## src/rtl/peg_bmtx_mul_arbiter.sv

```systemverilog
// peg_bmtx_mul_arbiter
// Round-robin arbiter that time-shares one pipelined signed x unsigned
// multiplier among NUM_REQ requesters. Each granted op is tagged with its
// owner; the tag travels down a shadow pipe that advances in lockstep with the
// multiplier (both gated by mul_ce), so the tag at the head always names the
// owner of the product currently on mul_dout.
//
// Handshake semantics (both request and response sides): a transfer happens on
// a rising clock edge where valid and ready are both 1. The producer holds
// valid and data stable until that edge; ready may rise and fall freely and is
// never used to decide whether to raise valid. Here req_ready is one-hot (or
// zero) and computed combinationally from req_valid, rsp_ready and internal
// state; it never depends on itself.
//
// Backpressure: when the head op's owner is not ready, mul_ce drops. That
// freezes the multiplier and the tag pipe together, so mul_dout stays valid
// and no in-flight result can be overwritten. No new op is granted while
// frozen, because there is no free slot to load it into.

module peg_bmtx_mul_arbiter #(
  parameter int NUM_REQ    = 4,
  parameter int A_W        = 16,
  parameter int B_W        = 14,
  parameter int P_W        = 30,
  parameter int PIPE_DEPTH = 3,
  parameter int CNT_W      = 32,
  localparam int TAG_W     = (NUM_REQ > 1) ? $clog2(NUM_REQ) : 1,
  localparam int INF_W     = $clog2(PIPE_DEPTH + 1)
) (
  input  logic                   ap_clk,
  input  logic                   ap_rst_n,
  input  logic                   enable,
  input  logic [NUM_REQ-1:0]     req_valid,
  output logic [NUM_REQ-1:0]     req_ready,
  input  logic [NUM_REQ*A_W-1:0] req_a,
  input  logic [NUM_REQ*B_W-1:0] req_b,
  output logic [NUM_REQ-1:0]     rsp_valid,
  input  logic [NUM_REQ-1:0]     rsp_ready,
  output logic [P_W-1:0]         rsp_p,
  output logic                   mul_ce,
  output logic [A_W-1:0]         mul_din0,
  output logic [B_W-1:0]         mul_din1,
  input  logic [P_W-1:0]         mul_dout,
  output logic [INF_W-1:0]       inflight,
  output logic                   idle,
  output logic [CNT_W-1:0]       issued_cnt
);

  // Tag pipe: one {vld, tag} entry per multiplier stage; index PIPE_DEPTH-1 is the head.
  logic [PIPE_DEPTH-1:0] vld_q, vld_d;
  logic [TAG_W-1:0]      tag_q [PIPE_DEPTH];
  logic [TAG_W-1:0]      tag_d [PIPE_DEPTH];

  // Round-robin pointer holds the last granted requester; search starts just after it.
  logic [TAG_W-1:0]      rr_ptr_q, rr_ptr_d;
  logic [INF_W-1:0]      inflight_q, inflight_d;
  logic [CNT_W-1:0]      issued_cnt_q, issued_cnt_d;

  logic                  head_vld;
  logic [TAG_W-1:0]      head_tag;
  logic                  rsp_xfer;
  logic                  grant_any;
  logic [TAG_W-1:0]      grant_idx;
  logic [NUM_REQ-1:0]    grant_vec;

  assign head_vld = vld_q[PIPE_DEPTH-1];
  assign head_tag = tag_q[PIPE_DEPTH-1];

  // Freeze the whole pipe only when the head result has nowhere to go.
  assign mul_ce   = ~(head_vld & ~rsp_ready[head_tag]);

  // A response leaves on any edge where the head owner accepts it.
  assign rsp_xfer = head_vld & rsp_ready[head_tag];

  // Route the head result to its owner; the product bus itself is shared.
  always_comb begin
    rsp_valid = '0;
    if (head_vld) begin
      rsp_valid[head_tag] = 1'b1;
    end
  end

  assign rsp_p = mul_dout;

  // Round-robin search starting after rr_ptr. Reset gates it so nothing is
  // granted (and no operand is driven) while the block is held in reset.
  always_comb begin
    int cand;
    cand      = 0;
    grant_any = 1'b0;
    grant_idx = '0;
    if (mul_ce && enable && ap_rst_n) begin
      for (int k = 1; k <= NUM_REQ; k++) begin
        cand = int'(rr_ptr_q) + k;
        if (cand >= NUM_REQ) begin
          cand = cand - NUM_REQ;
        end
        if (!grant_any && req_valid[TAG_W'(cand)]) begin
          grant_any = 1'b1;
          grant_idx = TAG_W'(cand);
        end
      end
    end
  end

  // One-hot accept back to the winner.
  always_comb begin
    grant_vec = '0;
    if (grant_any) begin
      grant_vec[grant_idx] = 1'b1;
    end
  end

  assign req_ready = grant_vec;

  // Operand mux: winner's operands, zero when nothing is granted.
  always_comb begin
    mul_din0 = '0;
    mul_din1 = '0;
    for (int i = 0; i < NUM_REQ; i++) begin
      if (grant_vec[i]) begin
        mul_din0 = req_a[i*A_W +: A_W];
        mul_din1 = req_b[i*B_W +: B_W];
      end
    end
  end

  // Tag pipe shifts only with mul_ce, mirroring the multiplier's own stages.
  always_comb begin
    vld_d = vld_q;
    for (int s = 0; s < PIPE_DEPTH; s++) begin
      tag_d[s] = tag_q[s];
    end
    if (mul_ce) begin
      vld_d[0] = grant_any;
      tag_d[0] = grant_idx;
      for (int s = 1; s < PIPE_DEPTH; s++) begin
        vld_d[s] = vld_q[s-1];
        tag_d[s] = tag_q[s-1];
      end
    end
  end

  // Pointer moves to the winner; it holds when nothing is granted.
  always_comb begin
    rr_ptr_d = rr_ptr_q;
    if (grant_any) begin
      rr_ptr_d = grant_idx;
    end
  end

  // In-flight count: grant adds, delivered response removes, both cancel out.
  always_comb begin
    inflight_d = inflight_q;
    case ({grant_any, rsp_xfer})
      2'b10:   inflight_d = inflight_q + INF_W'(1);
      2'b01:   inflight_d = inflight_q - INF_W'(1);
      default: inflight_d = inflight_q;
    endcase
  end

  // Free-running issued-op counter, wraps naturally.
  always_comb begin
    issued_cnt_d = issued_cnt_q + CNT_W'(grant_any);
  end

  // State registers; reset discards every in-flight op.
  always_ff @(posedge ap_clk or negedge ap_rst_n) begin
    if (!ap_rst_n) begin
      vld_q        <= '0;
      for (int s = 0; s < PIPE_DEPTH; s++) begin
        tag_q[s] <= '0;
      end
      rr_ptr_q     <= TAG_W'(NUM_REQ - 1);
      inflight_q   <= '0;
      issued_cnt_q <= '0;
    end else begin
      vld_q        <= vld_d;
      for (int s = 0; s < PIPE_DEPTH; s++) begin
        tag_q[s] <= tag_d[s];
      end
      rr_ptr_q     <= rr_ptr_d;
      inflight_q   <= inflight_d;
      issued_cnt_q <= issued_cnt_d;
    end
  end

  assign inflight   = inflight_q;
  assign issued_cnt = issued_cnt_q;
  assign idle       = (inflight_q == '0) & ~grant_any;

endmodule

```

## config.mk

```make
export PLATFORM = sky130hd
export DESIGN_NAME = peg_bmtx_mul_arbiter
export DESIGN_NICKNAME = d
export VERILOG_FILES = /design/src/rtl/peg_bmtx_mul_arbiter.sv
export SDC_FILE = /design/constraint.sdc
export NUM_CORES = 1
export LEC_CHECK = 0
export BUFFER_PORTS_ARGS = -buffer_cell sky130_fd_sc_hd__buf_2
export CAP_MARGIN = 10
export CORE_ASPECT_RATIO = 1.25
export CORE_MARGIN = 1.5
export CORE_UTILIZATION = 30
export CTS_CLUSTER_DIAMETER = 100
export DETAILED_ROUTE_END_ITERATION = 12
export PLACE_DENSITY_LB_ADDON = 0.25
export SYNTH_ARGS = -nofsm -noshare
export SYNTH_HDL_FRONTEND = slang
export SYNTH_SLANG_ARGS = --single-unit
export TNS_END_PERCENT = 30
```

## constraint.sdc

```tcl
create_clock -name ap_clk -period 6.22 [get_ports ap_clk]
set_clock_uncertainty 0.2 [all_clocks]
set_input_delay 0.933 -clock ap_clk [delete_from_list [all_inputs] [get_ports ap_clk]]
set_output_delay 0.933 -clock ap_clk [all_outputs]
set_load 0.02 [all_outputs]
```

==> results of run 1 <==
placed cells by master, fill, tap and decap left out, types with 8 or more instances in the layout:
cell | synthesis | final
xnor2_1 | 23 | 23
nor2_1 | 38 | 38
o2bb2ai_1 | 30 | 30
nand3_1 | 8 | 8
dfrtp_1 | 43 | 43
nand2_1 | 32 | 32
buf_2 | 4 | 204
xor2_1 | 10 | 10
nor3_1 | 35 | 35
a2bb2oi_1 | 30 | 30
path summary, 6_finish.rpt:
path | from | slack [ns] | to
worst max-delay path | rsp_ready[3] | 1.63 | mul_din0[14]
worst min-delay path | vld_q[1] | 0.26 | vld_q[2]
worst max register to register | head_tag[1] | 2.92 | issued_cnt[28]
worst min register to register | vld_q[1] | 0.26 | vld_q[2]
max in group asynchronous | ap_rst_n | 4.82 | inflight[0]
min in group asynchronous | ap_rst_n | 0.60 | issued_cnt[21]
cells by family (layout without fill, tap and decap cells):
group,count (synthesis),in the layout
mux,3,3
simple gates,150,150
other cells,0,1
flops,45,45
xor+xnor,33,33
fa+ha+maj,3,3
buf+inv,54,223
compound gates,73,73
power groups by stage:
stage | clock [mW] | combinational [mW] | sequential, mW
global route | 0.330 | 0.682 | 0.409
finish | 0.310 | 0.621 | 0.400
detailed placement | 0 | 0.628 | 0.405
global placement | 0 | 0.620 | 0.404
CTS | 0.320 | 0.629 | 0.400
floorplan | 0 | 0.432 | 0.419
area by class of cell:
class                   count  area [µm²]
clock inverters             2        37.5
repair buffers            211        1070
fillers                  1077        6190
diodes                      1        2.50
flip-flops and latches     45        1130
inverters                   4        15.0
multi-input cells         262        1760
well taps                 132         165
clock buffers               6         139
layer usage:
| metal | up-vias | GRT usage |
|---|---|---|
| met4 | 2 | 0.0588 |
| met5 | - | 0 |
| li1 | 1604 | - |
| met3 | 14 | 0.0556 |
| met2 | 171 | 0.306 |
| met1 | 1541 | 0.231 |
state kept, by name, indices dropped and copies added, names as in the netlist:
register    count
vld_q           3
inflight        2
rr_ptr_q        2
tag_q           4
issued_cnt     32
head_tag        2
stage by stage:
step	setup WS (ns)	power (mW)	cell area [µm²]	utilization	cells
CTS	1.55	1.35	4320	0.411	662
detailed placement	1.54	1.03	4140	0.394	654
finish	1.63	1.33	4320	0.411	663
global placement	1.66	1.02	4140	0.394	654
floorplan	2.62	0.850	3220	-	361
global route	1.36	1.42	4320	0.411	662
==> impl_metrics.py, run 1 <==
metrics = {
    "outcome": {
        "status": "finished, final reports clean",
    },
    "pwr": {
        "swShare": 0.405,
        "power_switching_mw": 0.539,
        "internal_power_mw": 0.793,
        "clock_power_share": 0.233,
        "p_per_area_nw_per_um2": 308,
        "ir_drop_v": 0.000102,
        "p_comb_frac": 0.466,
        "power.share.sequential": 0.300,
        "p_leak_nw": 2.25,
    },
    "detailed_routing": {
        "routedWlPerCell_um": 16.1,
        "highest_layer": "met5",
        "met1_length_mm": 4.35,
        "vias": 3332,
        "drt_iter0_markers": 81,
        "wl_met3_um": 960,
        "ant_nets": 0,
        "met2WireLength_mm": 5.19,
        "viasPerCell": 5.03,
        "drcViolationCount": 0,
        "wirelength_mm": 10.7,
        "first_pass_iters": 4,
    },
    "flow_run": {
        "drv_cap": 0,
    },
    "sta": {
        "max_slew_margin": 0.353,
        "period_share": 0.739,
        "rsz0062_at_grt": "no",
        "final_max_slew_viol_count": 0,
        "fin_crit_ns": 4.59,
        "setup_viol": 0,
        "timing.fmax_ghz": 0.218,
        "setup-tns-final_ns": 0,
        "hold_viol": 0,
        "fin_hold_ws_ns": 0.262,
        "tightest_slew_ns": 0.968,
    },
    "logic_synthesis": {
        "synth_top_family_by_area": "simple AND/OR/NAND/NOR gates",
        "synth_simple_gate_area_frac": 0.227,
        "ys_seq_elements": 45,
        "ys_types": 42,
        "synth_most_common_cell": "dfrtp_1",
        "synth_top_area_share": 0.334,
        "synth_compound_area_frac": 0.203,
        "syn_inst": 361,
        "ys_top_cells_by_count": "43 x dfrtp_1, 38 x nor2_1, 35 x nor3_1",
        "yosys.area.top_type": "dfrtp_1",
        "synth_xor_area_frac": 0.0896,
        "synth_area_leaders": "dfrtp_1 33%, a2bb2oi_1 8.1%, o2bb2ai_1 8.1%",
        "avgSynthCellArea_um2": 8.93,
        "ys.flop_type": "dfrtp_1",
        "synthAdderAreaFrac": 0.0116,
        "yosys_warnings": 0,
        "synth_area_um2": 3220,
        "synth-seq-area-share": 0.350,
        "synth.net_count": 525,
        "synthMuxAreaShare": 0.00931,
        "async_flop_share": 1.00,
        "synth-edff-count": 0,
    },
    "clock_tree": {
        "post_cts_resize_count": 0,
        "htree_num_levels": 2,
        "postCtsHoldBufs": 0,
        "clock_latency_ns": 0.29,
        "cts_tree": "done",
        "cts_buffer_depth": 2,
        "cts.clk_slew.worst_paths_ns": 0.06,
        "post_cts.repair.setup_buffers": 0,
        "ctsRootBufferMaster": "clkbuf_16",
        "cts_buffers": 5,
        "cts.sinks": 45,
    },
    "floorplan": {
        "fp.coreArea_um2": 10500,
        "die_w_um": 95.7,
        "rows": 42,
        "die_h_um": 119,
        "dieArea_um2": 11400,
        "num_io_pins": 265,
        "start_util": 0.307,
    },
    "critical_path": {
        "critPathKind": "in -> out",
        "cpMostUsedCell": "buf_2",
        "critPathMaxFanout": 38,
        "slowest_stage": "nand4_2",
        "cp.depth": 9,
        "cp_slowest_stage_delay_ns": 0.73,
        "cp.arrival_ns": 3.46,
        "cp-end-kind": "primary output",
        "worstPathRequired_ns": 5.09,
        "worst-path-buf-inv": 4,
        "ff2ff_path_depth": 11,
        "critical_path.cell_chain": "buf_2 -> mux2i_1 -> a22o_2 -> inv_2 -> nand4_2 -> buf_4 -> a2bb2oi_1 -> o2bb2ai_1 -> buf_2",
        "crit_family": "buffers and inverters",
        "start_kind": "input port",
    },
    "global_routing": {
        "grt_pass1_wl_mm": 16.4,
        "antenna_found_initial": 1,
        "grt_pass1_vias": 3237,
        "grt_max_degree": 46,
        "grt_remaining_overflow": 0,
        "grt_use_total": 0.187,
    },
    "final_layout": {
        "syn2layout_area_growth_pct": 33.9,
        "layout.nets": 693,
        "drive_gt1_frac": 0.438,
    },
    "place": {
        "gp_congestion": 0.791,
        "dp_hpwl_mm": 8.30,
        "port_buffers": 204,
    },
    "worst_hold_path": {
        "hold_class": "reg -> reg",
        "hold_path_depth": 1,
    },
}
Power figures use the tool's default switching activity.
==> run 2: changes to the inputs <==
Settings changed: ABC_AREA set to 1.
Clock period 6.22 ns to 3.8 ns, I/O delays scaled along.
==> run 2 against run 1 <==
Effect of this change: wire length increased by 12%; largest cell class unchanged; largest power group unchanged; critical path depth increased by 4; setup slack got worse by 1.4 ns; sequential power increased by 63%; non-clock buffer count decreased by 2; sequential share of layout area decreased by 2.3 points; critical path type is now reg -> out; sequential cell count unchanged.
==> impl_metrics.py, run 2 <==
metrics = {
    "logic_synthesis": {
        "synth_area_leaders": "dfrtp_1 30%, nand4_1 16%, nand2_1 10%",
        "synth_area_um2": 3610,
        "yosys_warnings": 0,
        "synth_top_area_share": 0.298,
        "avgSynthCellArea_um2": 7.66,
        "synth-edff-count": 0,
        "yosys.area.top_type": "dfrtp_1",
        "synth.net_count": 636,
        "async_flop_share": 1.00,
        "synth-seq-area-share": 0.312,
        "syn_inst": 472,
        "ys_seq_elements": 45,
        "synth_most_common_cell": "nand2_1",
        "ys_top_cells_by_count": "96 x nand2_1, 92 x nand4_1, 44 x nand3_1",
        "ys.flop_type": "dfrtp_1",
        "ys_types": 35,
    },
    "floorplan": {
        "die_h_um": 126,
        "start_util": 0.310,
        "num_io_pins": 265,
        "die_w_um": 101,
        "fp.coreArea_um2": 11700,
        "dieArea_um2": 12700,
        "rows": 44,
    },
    "clock_tree": {
        "htree_num_levels": 2,
        "postCtsHoldBufs": 0,
        "cts_tree": "done",
        "ctsRootBufferMaster": "clkbuf_16",
        "cts_buffer_depth": 2,
        "clock_latency_ns": 0.28,
        "cts.sinks": 45,
        "cts_buffers": 5,
        "cts.clk_slew.worst_paths_ns": 0.06,
    },
    "sta": {
        "period_share": 0.950,
        "hold_viol": 0,
        "fin_hold_ws_ns": 0.194,
        "final_max_slew_viol_count": 0,
        "max_slew_margin": 0.571,
        "tightest_slew_ns": 0.643,
        "setup_ws_ns": 0.188,
        "fin_crit_ns": 3.61,
        "setup_viol": 0,
        "timing.fmax_ghz": 0.277,
    },
    "final_layout": {
        "fillCellCount": 1254,
        "final_common_cell": "buf_2",
        "fin_area_um2": 4730,
        "layout.nets": 795,
        "largest_register_ff_count": 32,
        "final_cell_mix": "204 x buf_2, 96 x nand2_1, 92 x nand4_1",
        "drive_gt1_frac": 0.413,
        "fin_cells": 795,
        "utilization": 0.405,
        "syn2layout_area_growth_pct": 30.8,
    },
    "pwr": {
        "p_leak_nw": 2.48,
        "p_per_area_nw_per_um2": 653,
        "ir_drop_v": 0.000351,
    },
    "critical_path": {
        "worstPathRequired_ns": 3.03,
        "cp.arrival_ns": 2.84,
        "critPathMaxFanout": 35,
        "rr_startpoint": "rr_ptr_q[0]",
        "cp-end-kind": "primary output",
        "critPathKind": "reg -> out",
        "start_kind": "flop",
        "worst-r2r-setup-slack_ns": 0.31,
        "r2r-end": "issued_cnt[30]",
        "ff2ff_path_depth": 19,
    },
    "place": {
        "dp_hpwl_mm": 9.03,
        "port_buffers": 204,
        "gp_congestion": 0.888,
        "pre_cts_ws_ns": 0.280,
        "placed_cell_area_um2": 4510,
        "dp.cells": 783,
    },
    "outcome": {
        "status": "finished, final reports clean",
    },
    "detailed_routing": {
        "drt_iter0_markers": 157,
        "ant_nets": 0,
        "first_pass_iters": 4,
        "vias": 4014,
        "viasPerCell": 5.05,
        "wirelength_mm": 11.9,
        "drcViolationCount": 0,
        "routedWlPerCell_um": 15.0,
    },
    "global_routing": {
        "grt_use_total": 0.182,
        "antenna_found_initial": 1,
        "grt_max_degree": 62,
        "grt_pass1_wl_mm": 18.8,
        "grt_pass1_vias": 3853,
        "grt_remaining_overflow": 0,
    },
    "worst_hold_path": {
        "hold_class": "in -> async",
    },
    "flow_run": {
        "drv_cap": 0,
    },
}
run 2: how the worst max path moves through the flow:
stage	start	endpoint	slack, ns
6_report	rr_ptr_q[0]	mul_din1[10]	0.19
5_1_grt	rr_ptr_q[0]	mul_din1[10]	-0.005
4_1_cts	rr_ptr_q[0]	mul_din0[9]	0.1
3_3_place_gp	rsp_ready[3]	mul_din0[9]	0.43
3_5_place_dp	rr_ptr_q[0]	issued_cnt[30]	0.28
2_1_floorplan	rr_ptr_q[0]	issued_cnt[30]	0.72
run 2: kinds of logic (layout without fill, tap and decap cells):
| family | after synthesis | in the layout | synth area share |
|---|---|---|---|
| simple gates | 300 | 301 | 0.453 |
| buf+inv | 82 | 241 | 0.134 |
| flops | 45 | 45 | 0.312 |
| xor+xnor | 31 | 31 | 0.0751 |
| compound gates | 11 | 11 | 0.0152 |
| fa+ha+maj | 3 | 3 | 0.0104 |
| other cells | 0 | 2 | 0 |
run 2: routing by layer:
| layer | vias to the layer above | track usage | part of all wire | wire length (µm) |
|---|---|---|---|---|
| met1 | 1878 | 0.230 | 0.43 | 5100 |
| met5 | - | 0 | 0 | 0 |
| met4 | 0 | 0.0441 | 0.014 | 162 |
| met2 | 188 | 0.313 | 0.49 | 5880 |
| met3 | 12 | 0.0394 | 0.065 | 772 |
| li1 | 1936 | - | - | - |
run 2: metrics by stage:
| stage | total power, mW | TNS, ns |
|---|---|---|
| 2_1_floorplan | 2.07 | 0 |
| 3_3_place_gp | 2.53 | 0 |
| 6_report | 3.09 | 0 |
| 4_1_cts | 3.06 | 0 |
| 5_1_grt | 3.32 | -0.00510 |
| 3_5_place_dp | 2.55 | 0 |
run 2: final cells by class:
cell class | count | area, µm² | area share
Clock buffer | 7 | 143 | 0.0302
Timing Repair Buffer | 209 | 1090 | 0.231
Clock inverter | 1 | 30.0 | 0.00635
Inverter | 24 | 103 | 0.0217
Sequential cell | 45 | 1130 | 0.239
Multi-Input combinational cell | 346 | 2030 | 0.429
Tap cell | 161 | 201 | 0.0426
Antenna cell | 2 | 5.00 | 0.00106
run 2: repair_timing:
item,CTS,global route
gates resized for setup,0,4
buffers inserted,0,1
endpoints found under the hold margin,0,0
setup endpoints to repair,0,25
run 2: worst max-delay path, stage by stage, from the launching register on:
cell,delay [ns]
dfstp_2,0.67
nand2_1,0.13
nand3_2,0.12
nand2_2,0.11
nor2_8,0.15
nand3_1,0.09
nand2_1,0.09
inv_2,0.06
nand2_8,0.22
inv_6,0.09
nor2_4,0.43
nand2_1,0.11
nand4_1,0.10
buf_2,0.17
run 2: where the power goes:
group	switching (mW)	internal (mW)
clock network	0.170	0.328
registers	0.0854	0.568
logic	1.34	0.600
==> run 3: changes to the inputs <==
Settings changed: ABC_AREA 1 to unset, TNS_END_PERCENT 30 to 100.
==> run 3 against run 2 <==
Effect of this change: register-to-register slack better by 0.44 ns; total power is 31% lower; core utilization is 0.64 points higher.
==> impl_metrics.py, run 3 (synthesis gave the netlist of run 1 again) <==
metrics = {
    "clock_tree": {
        "cts_buffers": 5,
        "postCtsHoldBufs": 0,
        "cts_buffer_depth": 2,
        "cts_tree": "done",
        "clock_latency_ns": 0.29,
        "cts.clk_slew.worst_paths_ns": 0.06,
        "post_cts_resize_count": 0,
        "post_cts.repair.setup_buffers": 0,
        "ctsRootBufferMaster": "clkbuf_16",
        "cts.sinks": 45,
        "htree_num_levels": 2,
    },
    "pwr": {
        "report.power.total_mw": 2.12,
        "p_per_area_nw_per_um2": 490,
        "power_switching_mw": 0.891,
        "internal_power_mw": 1.23,
        "p_comb_frac": 0.489,
        "swShare": 0.420,
        "p_leak_nw": 2.26,
        "ir_drop_v": 0.000164,
        "power.share.sequential": 0.311,
        "clock_power_share": 0.200,
    },
    "global_routing": {
        "grt_remaining_overflow": 0,
        "grt_max_degree": 46,
        "grt_pass1_vias": 3431,
        "grt_use_total": 0.196,
        "antenna_found_initial": 2,
        "grt_pass1_wl_mm": 17.3,
    },
    "final_layout": {
        "final_common_cell": "buf_2",
        "regArea_um2": 1130,
        "syn2layout_area_growth_pct": 34.2,
        "utilization": 0.412,
        "fin_area_um2": 4330,
        "fillCellCount": 1103,
        "final_cell_mix": "204 x buf_2, 43 x dfrtp_1, 38 x nor2_1",
        "drive_gt1_frac": 0.438,
        "largest_register_ff_count": 32,
        "multiInputGateArea_um2": 1760,
        "layout.nets": 697,
    },
    "sta": {
        "fin_crit_ns": 3.55,
        "hold_viol": 0,
        "tightest_slew_ns": 0.570,
        "setup-tns-final_ns": 0,
        "fin_hold_ws_ns": 0.244,
        "max_slew_margin": 0.620,
        "timing.fmax_ghz": 0.282,
        "rsz0062_at_grt": "no",
        "period_share": 0.934,
        "final_max_slew_viol_count": 0,
        "setup_viol": 0,
    },
    "detailed_routing": {
        "ant_nets": 0,
        "viasPerCell": 5.07,
        "wirelength_mm": 10.9,
        "first_pass_iters": 4,
        "vias": 3390,
        "drcViolationCount": 0,
        "drt_iter0_markers": 101,
        "routedWlPerCell_um": 16.3,
    },
    "place": {
        "placed_cell_area_um2": 4180,
        "gp_congestion": 0.771,
        "dp_hpwl_mm": 8.57,
        "port_buffers": 204,
    },
    "floorplan": {
        "rows": 42,
        "fp.coreArea_um2": 10500,
        "die_w_um": 95.7,
        "num_io_pins": 265,
        "dieArea_um2": 11400,
        "die_h_um": 119,
        "start_util": 0.307,
    },
    "critical_path": {
        "critPathKind": "reg -> out",
        "start_kind": "flop",
        "r2r-end": "issued_cnt[29]",
        "ff2ff_path_depth": 11,
        "critPathMaxFanout": 38,
        "cp-end-kind": "primary output",
        "setup.worst_path.start": "rr_ptr_q[1]",
        "rr_startpoint": "head_tag[1]",
        "cp.arrival_ns": 2.78,
        "worstPathRequired_ns": 3.03,
        "worst-r2r-setup-slack_ns": 0.75,
        "crit_end": "mul_din1[11]",
    },
    "outcome": {
        "status": "finished, final reports clean",
    },
    "flow_run": {
        "drv_cap": 0,
    },
    "worst_hold_path": {
        "hold_class": "in -> async",
    },
}
[run 3: changes by cell type in the layout (fill, tap and decap cells not counted), sizes merged, moves of 14 or more]
cell     before  now
nand3        51    8
inv          24    4
nor3          9   36
nand2       117   32
nor2         27   41
a2bb2oi       0   30
o2bb2ai       0   30
nand4        93    8
[run 3: worst max-delay path, cell delays in order, from the launching register on]
cell and delay, ns:
dfstp_2 0.59, mux2i_1 0.21, o32a_1 0.27, nand4_2 0.44, buf_12 0.35, a2bb2oi_1 0.16, o2bb2ai_1 0.24, buf_2 0.22
[run 3: layout make-up]
class,count,area share
Clock inverter,1,0.00174
Antenna cell,2,0.00116
Timing Repair Buffer,215,0.258
Sequential cell,45,0.261
Inverter,4,0.00347
Multi-Input combinational cell,262,0.406
Tap cell,132,0.0382
Clock buffer,7,0.0307
[run 3: worst min-delay path by stage]
| stage | startpoint | to | slack (ns) | cells after the start |
|---|---|---|---|---|
| global route | issued_cnt[31] | issued_cnt[31] | 0.28 | 1 |
| finish | ap_rst_n | issued_cnt[31] | 0.24 | 2 |
| detailed placement | vld_q[1] | vld_q[2] | 0.26 | 1 |
| global placement | vld_q[1] | vld_q[2] | 0.25 | 1 |
| floorplan | ap_rst_n | head_tag[0] | 0.07 | 0 |
| CTS | issued_cnt[31] | issued_cnt[31] | 0.27 | 1 |
[run 3: routing by layer]
| metal | up-vias | track usage | routed length, µm |
|---|---|---|---|
| li1 | 1617 | - | - |
| met1 | 1576 | 0.231 | 4390 |
| met2 | 180 | 0.324 | 5280 |
| met3 | 17 | 0.0645 | 1010 |
| met4 | 0 | 0.0763 | 215 |
| met5 | - | 0 | 0 |
[run 3: power by group through the flow]
stage,clock network (mW),logic (mW),registers [mW]
floorplan,0,0.706,0.685
global placement,0,1.04,0.665
detailed placement,0,1.05,0.668
CTS,0.438,1.06,0.661
global route,0.459,1.14,0.677
finish,0.425,1.04,0.660
[run 3: stage by stage]
stage	std cells	setup slack, ns
floorplan	361	0.930
global placement	658	0.450
detailed placement	658	0.423
CTS	666	0.163
global route	666	0.0398
finish	668	0.253
